==> config.mk <==
export PLATFORM = sky130hd
export DESIGN_NAME = mem_bus_arbiter
export DESIGN_NICKNAME = d
export VERILOG_FILES = /design/src/rtl/mem_bus_arbiter_pkg.sv /design/src/rtl/mem_bus_arbiter_grant.sv /design/src/rtl/mem_bus_arbiter.sv
export SDC_FILE = /design/constraint.sdc
export NUM_CORES = 1
export LEC_CHECK = 0
export ABC_AREA = 1
export BUFFER_PORTS_ARGS = -buffer_cell sky130_fd_sc_hd__buf_2
export CORE_AREA = 2 2 199 201
export CTS_BUF_LIST = sky130_fd_sc_hd__clkbuf_4 sky130_fd_sc_hd__clkbuf_8 sky130_fd_sc_hd__clkbuf_16
export DETAILED_ROUTE_END_ITERATION = 6
export DIE_AREA = 0 0 201 203
export GPL_TIMING_DRIVEN = 1
export PLACE_DENSITY = 0.62
export SYNTH_ARGS = -nofsm -noshare
export SYNTH_HDL_FRONTEND = slang
export SYNTH_HIERARCHICAL = 1
export SYNTH_SLANG_ARGS = --single-unit
==> constraint.sdc <==
create_clock -name clk -period 1.58 [get_ports clk]
set_input_delay 0.079 -clock clk [delete_from_list [all_inputs] [get_ports clk]]
set_output_delay 0.079 -clock clk [all_outputs]
set_load 0.1 [all_outputs]
==> src/rtl/mem_bus_arbiter_pkg.sv <==
// Shared types and defaults for the memory bus arbiter: FSM states, owner encoding and
// default parameter values.
package mem_bus_arbiter_pkg;

  typedef enum logic [1:0] {
    StIdle = 2'd0,
    StReq  = 2'd1,
    StWait = 2'd2,
    StResp = 2'd3
  } arb_state_e;

  typedef enum logic {
    OwnIf = 1'b0,
    OwnLs = 1'b1
  } owner_e;

  localparam int unsigned DefWidth       = 64;
  localparam int unsigned DefInstWidth   = 32;
  localparam int unsigned DefStarveLimit = 4;
  localparam int unsigned DefTimeout     = 255;

endpackage

==> src/rtl/mem_bus_arbiter_grant.sv <==
// Grant logic for the arbiter: LSU wins by default; IF wins once the LSU has been granted
// STARVE_LIMIT times in a row while IF was waiting.
module mem_bus_arbiter_grant
  import mem_bus_arbiter_pkg::*;
#(
  parameter int unsigned STARVE_LIMIT = DefStarveLimit
) (
  input  logic clk,
  input  logic rst_n,
  input  logic i_idle,
  input  logic i_if_valid,
  input  logic i_ls_valid,
  output logic o_grant_if,
  output logic o_grant_ls
);

  localparam int unsigned CntW = $clog2(STARVE_LIMIT + 2);
  localparam logic [CntW-1:0] LimitVal = CntW'(STARVE_LIMIT);

  logic [CntW-1:0] r_starve_cnt;
  logic            w_if_turn;

  assign w_if_turn  = i_if_valid && (r_starve_cnt == LimitVal);
  assign o_grant_if = i_idle && i_if_valid && (!i_ls_valid || w_if_turn);
  assign o_grant_ls = i_idle && i_ls_valid && !w_if_turn;

  always_ff @(posedge clk) begin
    if (!rst_n) begin
      r_starve_cnt <= '0;
    end else if (o_grant_if) begin
      r_starve_cnt <= '0;
    end else if (o_grant_ls && i_if_valid && (r_starve_cnt != LimitVal)) begin
      r_starve_cnt <= r_starve_cnt + 1'b1;
    end
  end

endmodule

==> src/rtl/mem_bus_arbiter.sv <==
// Memory bus arbiter: one outstanding transaction shared between IF and LSU.
// Define MEM_ARB_TIMEOUT_EN to enable the response watchdog (*_rsp_err).
module mem_bus_arbiter
  import mem_bus_arbiter_pkg::*;
#(
  parameter int unsigned WIDTH        = DefWidth,
  parameter int unsigned INST_WIDTH   = DefInstWidth,
  parameter int unsigned STARVE_LIMIT = DefStarveLimit,
  parameter int unsigned TIMEOUT      = DefTimeout
) (
  input  logic                  clk,
  input  logic                  rst_n,
  input  logic                  if_req_valid,
  input  logic [WIDTH-1:0]      if_req_addr,
  output logic                  if_req_ready,
  output logic                  if_rsp_valid,
  output logic [INST_WIDTH-1:0] if_rsp_data,
  output logic                  if_rsp_err,
  input  logic                  ls_req_valid,
  input  logic                  ls_req_we,
  input  logic [WIDTH-1:0]      ls_req_addr,
  input  logic [WIDTH-1:0]      ls_req_wdata,
  input  logic [WIDTH/8-1:0]    ls_req_wstrb,
  output logic                  ls_req_ready,
  output logic                  ls_rsp_valid,
  output logic [WIDTH-1:0]      ls_rsp_rdata,
  output logic                  ls_rsp_err,
  output logic                  mem_req_valid,
  input  logic                  mem_req_ready,
  output logic [WIDTH-1:0]      mem_req_addr,
  output logic                  mem_req_we,
  output logic [WIDTH-1:0]      mem_req_wdata,
  output logic [WIDTH/8-1:0]    mem_req_wstrb,
  input  logic                  mem_rsp_valid,
  input  logic [WIDTH-1:0]      mem_rsp_rdata,
  output logic                  hold_pipeline_o
);

  arb_state_e           r_state, w_state_d;
  owner_e               r_owner;
  logic [WIDTH-1:0]     r_addr, r_wdata, r_rdata;
  logic                 r_we;
  logic [WIDTH/8-1:0]   r_wstrb;
  logic                 w_grant_if, w_grant_ls;
  logic                 w_timeout, w_err;

  mem_bus_arbiter_grant #(
    .STARVE_LIMIT(STARVE_LIMIT)
  ) u_grant (
    .clk       (clk),
    .rst_n     (rst_n),
    .i_idle    (r_state == StIdle),
    .i_if_valid(if_req_valid),
    .i_ls_valid(ls_req_valid),
    .o_grant_if(w_grant_if),
    .o_grant_ls(w_grant_ls)
  );

`ifdef MEM_ARB_TIMEOUT_EN
  localparam int unsigned TmoW = $clog2(TIMEOUT + 2);
  logic [TmoW-1:0] r_tmo_cnt;
  logic            r_err;

  assign w_timeout = (r_state == StWait) && !mem_rsp_valid && (r_tmo_cnt == TmoW'(TIMEOUT));
  assign w_err     = r_err;

  // Cleared throughout REQ so it holds 0 on the first WAIT cycle.
  always_ff @(posedge clk) begin
    if (!rst_n) begin
      r_tmo_cnt <= '0;
      r_err     <= 1'b0;
    end else begin
      if (r_state == StReq) begin
        r_tmo_cnt <= '0;
      end else if (r_state == StWait) begin
        r_tmo_cnt <= r_tmo_cnt + 1'b1;
      end
      if ((r_state == StWait) && mem_rsp_valid) begin
        r_err <= 1'b0;
      end else if (w_timeout) begin
        r_err <= 1'b1;
      end
    end
  end
`else
  logic w_unused_tmo;
  assign w_unused_tmo = (TIMEOUT == 0);
  assign w_timeout    = 1'b0;
  assign w_err        = 1'b0;
`endif

  always_comb begin
    w_state_d = r_state;
    unique case (r_state)
      StIdle:  if (w_grant_if || w_grant_ls) w_state_d = StReq;
      StReq:   if (mem_req_ready) w_state_d = StWait;
      StWait:  if (mem_rsp_valid || w_timeout) w_state_d = StResp;
      StResp:  w_state_d = StIdle;
      default: w_state_d = StIdle;
    endcase
  end

  always_ff @(posedge clk) begin
    if (!rst_n) begin
      r_state <= StIdle;
      r_owner <= OwnIf;
      r_addr  <= '0;
      r_we    <= 1'b0;
      r_wdata <= '0;
      r_wstrb <= '0;
      r_rdata <= '0;
    end else begin
      r_state <= w_state_d;
      if (w_grant_ls) begin
        r_owner <= OwnLs;
        r_addr  <= ls_req_addr;
        r_we    <= ls_req_we;
        r_wdata <= ls_req_wdata;
        r_wstrb <= ls_req_wstrb;
      end else if (w_grant_if) begin
        r_owner <= OwnIf;
        r_addr  <= if_req_addr;
        r_we    <= 1'b0;
        r_wdata <= '0;
        r_wstrb <= '0;
      end
      if ((r_state == StWait) && mem_rsp_valid) begin
        r_rdata <= mem_rsp_rdata;
      end else if (w_timeout) begin
        r_rdata <= '0;
      end
    end
  end

  // Every output is forced low while reset is asserted, including the combinational grants.
  always_comb begin
    if_req_ready    = 1'b0;
    if_rsp_valid    = 1'b0;
    if_rsp_data     = '0;
    if_rsp_err      = 1'b0;
    ls_req_ready    = 1'b0;
    ls_rsp_valid    = 1'b0;
    ls_rsp_rdata    = '0;
    ls_rsp_err      = 1'b0;
    mem_req_valid   = 1'b0;
    mem_req_addr    = '0;
    mem_req_we      = 1'b0;
    mem_req_wdata   = '0;
    mem_req_wstrb   = '0;
    hold_pipeline_o = 1'b0;
    if (rst_n) begin
      if_req_ready = w_grant_if;
      ls_req_ready = w_grant_ls;
      if (r_state == StReq) begin
        mem_req_valid = 1'b1;
        mem_req_addr  = r_addr;
        mem_req_we    = r_we;
        mem_req_wdata = r_wdata;
        mem_req_wstrb = r_wstrb;
      end
      if (r_state == StResp) begin
        if (r_owner == OwnIf) begin
          if_rsp_valid = 1'b1;
          if_rsp_data  = r_addr[2] ? r_rdata[2*INST_WIDTH-1:INST_WIDTH]
                                   : r_rdata[INST_WIDTH-1:0];
          if_rsp_err   = w_err;
        end else begin
          ls_rsp_valid = 1'b1;
          ls_rsp_rdata = r_we ? '0 : r_rdata;
          ls_rsp_err   = w_err;
        end
      end
      hold_pipeline_o = (ls_req_valid && !w_grant_ls) ||
                        ((r_owner == OwnLs) && (r_state != StIdle));
    end
  end

endmodule
* After elaboration in Yosys (flattened, before gate mapping) *
Index checks and enable logic that the tools add are counted.

word-level totals
  register bits = 207
  bits in latches = 0
  bits in writable memories = 0
  ROM bits = 0
  input port bits = 271
  output and inout port bits = 241
  word-level logic and storage cells = 79
  memories = 0

operators by class
  add/sub/neg operators = 1
  multipliers = 0
  divide/modulo/power cells = 0
  magnitude comparators = 0
  equal/unequal tests = 8
  shift-type cells = 0
  mux-type cells = 40
  bitwise logic cells = 1
  reduce and logical (&&, ||, !) cells = 21

operator list
  kind                                                              count
  64-bit two-way mux                                                12
  32-bit two-way mux                                                4
  8-bit two-way mux                                                 4
  1-bit two-way mux                                                 16
  1-bit logical AND                                                 10
  2-bit one-hot mux with 4 select lines                             1
  2-bit two-way mux                                                 3
  2-bit inequality test (second input constant)                     3
  2-bit == test (second input constant)                             2
  2-bit nonzero test                                                2
  3-bit by 1-bit adder with 3-bit output (second input constant)    1
  3-bit == test (second input constant)                             1
  1-bit logical NOT                                                 3
  1-bit logical OR                                                  3
  3-bit inequality test (second input constant)                     1
  3-bit AND reduction                                               1
  2-bit by 1-bit == test with 1-bit output (second input constant)  1
  2-bit logical NOT                                                 1
  2-bit OR reduction                                                1
  1-bit NOT                                                         1

* Logic depth before layout (Yosys ltp) *
  depth after elaboration = 8
  gate-level depth with buffers = 13
  depth with buffers taken out = 12

* By module *
Netlist, hierarchy kept.

modules (own cells, without submodules)
  module                 times used  cells each  area an instance (um^2)  sequential area each (um^2)
  mem_bus_arbiter        1           1458        9818.2                   4083.9
  mem_bus_arbiter_grant  1           33          229.0                    60.1

* Worst setup path before layout *
OpenSTA, ideal clock, no wires.

  path type = register -> output
  start = register r_state[0]
  end = output port ls_rsp_rdata[13]
  data arrival time = 3.130 ns
  data required time = 1.501 ns
  slack = -1.629 ns
  cell stages (with the launch flop) = 7
  buffers on the path = 1
  cell sequence = dfxtp_1 > ha_1 > inv_1 > nor2_2 > nand2_4 > buf_6 > nor2_1

between the ends
  word-level cells in the longest chain between the ends = 3

ends and longest elaborated chain
  item                    line                    source
  from (decl)             mem_bus_arbiter.sv:39   arb_state_e r_state, w_state_d;
  from (signal assigned)  mem_bus_arbiter.sv:105  r_state <= StIdle;
  from (signal assigned)  mem_bus_arbiter.sv:113  r_state <= w_state_d;
  2-bit == test           mem_bus_arbiter.sv:161  if (r_state == StResp) begin
  64-bit two-way mux      mem_bus_arbiter.sv:161
  64-bit two-way mux      mem_bus_arbiter.sv:151  if (rst_n) begin
  to (decl)               mem_bus_arbiter.sv:26   output logic [WIDTH-1:0] ls_rsp_rdata,

Every way passes these cells.

* Worst setup path in the final report *
  start = register r_state[0]
  end = output port mem_req_wdata[39]

between the ends
  word-level cells in the longest chain between the ends = 3

ends and longest elaborated chain
  item                                      line                    source
  2-bit by 1-bit == test with 1-bit output  mem_bus_arbiter.sv:154  if (r_state == StReq) begin
  64-bit two-way mux                        mem_bus_arbiter.sv:154
  64-bit two-way mux                        mem_bus_arbiter.sv:151
  to (decl)                                 mem_bus_arbiter.sv:32   output logic [WIDTH-1:0] mem_req_wdata,

Every way passes these cells.

==> results.json <==
{
  "vias": 14400,
  "violations": "setup timing",
  "clk_transition_reported_paths_ns": 0.06,
  "finish.instance_area_sq_um": 24600,
  "place_inst": 2511,
  "r2r_start": "r_state[0]",
  "antenna_found_initial": 5,
  "irDropWorstVdd_mv": 1.05,
  "drt_wl_total_microns": 59600,
  "drt-wirelength-per-cell_microns": 20.6,
  "p_total_w": 0.0280,
  "ctsLongestPathBuffers": 3,
  "numCtsBuffers": 25,
  "finalWorstSetupSlack_ns": -0.586,
  "slew_headroom_pct": 44.0,
  "hold_slack_ns": 0.0388,
  "leakage_nw": 9.93,
  "cp_max_fo": 5,
  "crit_type": "flip-flop to primary output",
  "ys_warn_count": 6,
  "grt_max_degree": 97,
  "clk-insertion-delay-late_ns": 0.56,
  "worst_clock_skew_ns": 0.0321,
  "pin_count": 512,
  "worst_ep_required_time_ns": 1.50,
  "pre_cts_ws_ns": -0.179,
  "grt.overflow.total": 0,
  "die_area_sq_um": 40800,
  "cp.arrival_ns": 2.09,
  "grt_pass1_vias": 14600,
  "core.rowCount": 72,
  "max_slew.worst_pin.slew_ns": 0.840,
  "first_pass_iters": 5,
  "gp_congestion": 0.879,
  "coreArea_sq_um": 38500,
  "layout_min_cycle_time_ns": 2.17,
  "outcome": "finished, violations left",
  "syn_to_final_growth_pct": 145,
  "hold_start": "if_req_valid",
  "nNetsFinal": 2640,
  "slowest_stage": "dfxtp_4",
  "post_synth_num_cell_types": 26,
  "grt_first_pass_wirelength_microns": 80900,
  "port_buffers": 509,
  "clock.fmax_mhz": 462,
  "drtIter0Drc": 999,
  "hpwl_microns": 31200,
  "critPathLaunch": "r_state[0]",
  "finalNonFillerCells": 2901,
  "placed_area_sq_um": 18400,
  "period_share_pct": 137,
  "end_kind": "primary output",
  "h-tree-depth": 1,
  "p_per_area_nw_per_um2": 1140,
  "synth_area_leaders": "dfxtp_1 (41%), nor2_1 (12%), inv_1 (10%), o21ai_0 (6.9%), nand2_1 (5.8%)",
  "netlist_instances": 1491,
  "initial_core_util_pct": 26.1,
  "post_drt_via_cell_ratio": 4.96,
  "yosysSeqAreaShare_pct": 41.2,
  "synth_top_area_share_pct": 41.2,
  "ys_seq_elements": 207,
  "cp_cell_sequence": "buf_6 -> ha_4 -> nand2_8 -> buf_12 -> clkbuf_16 -> clkbuf_16 -> nor2_4 -> buf_12",
  "fp.dieH_microns": 203,
  "timing.final.hold_violations": 0,
  "hold_class": "input pin to flip-flop",
  "ant_nets": 0,
  "die-width_microns": 201,
  "rsz0062_at_grt": "true",
  "drv_slew": 0,
  "max_cap_viol_count": 0,
  "post-synth-top-area-cell": "dfxtp_1",
  "drc_errors": 0,
  "avgSynthCellArea_sq_um": 6.74,
  "grt_usage_pct": 24.8,
  "drive_gt1_share_pct": 46.3,
  "setup_viol": 440,
  "clock_sinks": 207,
  "slowest_delay_ns": 0.36,
  "startpoint_type": "flip-flop",
  "cts_tree": "built",
  "cts-root-buf": "clkbuf_16",
  "netlist_area_sq_um": 10000
}
layout make-up:
| type | count | area, sq um |
|---|---|---|
| timing repair buffer | 953 | 11400 |
| timing repair inverter | 1 | 8.76 |
| inverter | 271 | 1170 |
| clock inverter | 12 | 154 |
| sequential | 207 | 4160 |
| clock buffer | 32 | 697 |
| antenna | 4 | 10.0 |
| multi-input combinational | 903 | 6350 |
| fill | 2589 | 13800 |
| tap | 518 | 648 |
power by group:
part,internal (W),switching (W),leakage (nW)
combinational,0.00626,0.00861,7.81
sequential,0.00631,0.000654,1.70
clock,0.00362,0.00251,0.421
total,0.0162,0.0118,9.93
worst max-delay path: cells and delay by family (launching register included):
family,cells,cell delay (ns)
simple gates,2,0.21
buf+inv,5,0.77
flops,1,0.36
fa+ha+maj,1,0.17
synthesized netlist by cell type, drive strengths merged:
master / number
nor3: 93
dfxtp: 207
nor2: 330
nand2: 163
ha: 7
nand4: 2
o21ai: 144
a22oi: 73
conb: 1
clkbuf: 21
inv: 271
a21oi: 67
nand3: 22
buf: 90
worst paths after layout:
path | endpoint | slack [ns] | depth (start not counted)
worst max-delay path | mem_req_wdata[39] | -0.59 | 8
worst min-delay path | u_grant/r_starve_cnt[1] | 0.04 | 6
worst max register to register | r_wstrb[5] | -0.51 | 15
worst min register to register | r_addr[44] | 0.50 | 2
layout by cell type (no fill, tap or decap), types with 7 or more instances in the layout:
cell type	n
nor2_2	8
nand3_1	7
nor3_2	8
a22oi_1	72
nor2_4	200
nor3_1	79
buf_2	269
dlygate4sd3_1	268
o21ai_0	128
clkbuf_16	43
nand3_2	13
clkinvlp_4	33
nand2_4	28
nand2_1	99
buf_6	25
buf_16	11
a21oi_1	61
buf_4	69
buf_8	9
nor2_1	122
o21ai_1	10
dfxtp_1	202
buf_12	281
inv_1	224
inv_2	9
nand2_2	31
logic make-up (layout without fill, tap and decap cells):
logic type	after synthesis	in the layout	share of synthesized area [%]
AO/OA/AOI/OAI	284	284	16.1
adder cells (fa/ha/maj)	7	7	0.872
buffers and inverters	382	1269	16.6
flip-flops	207	207	41.2
other	1	6	0.0373
AND/OR/NAND/NOR	610	610	25.1
metrics by stage:
step / util, % / setup TNS [ns]
floorplan: - / -98.72
global placement: 47.7 / -4.94
detailed placement: 47.7 / -12.79
CTS: 59.8 / -171.08
global route: 64.0 / -209.72
finish: 64.0 / -178.57
what timing repair did:
item,in CTS,in global routing
hold endpoints to repair,204,0
hold buffers,268,0
cloned,9,20
pin swaps,4,31
setup endpoints to repair,386,442
resized for setup,187,237
buffers inserted,19,29
sequential cells by signal, summed over array words and instances (netlist names):
name	flops
r_wdata	64
u_grant/r_starve_cnt	3
r_rdata	64
r_we	1
r_wstrb	8
r_addr	64
r_owner	1
r_state	2
routing by layer:
layer / global-route usage (%) / routed length, microns / up-vias
met4: 12.7 / 3460 / 2
met3: 6.68 / 5240 / 253
met5: 0 / 13 / -
met2: 43.4 / 29600 / 984
met1: 27.6 / 21300 / 6749
li1: - / - / 6389
(Power assumes the default switching activity.)
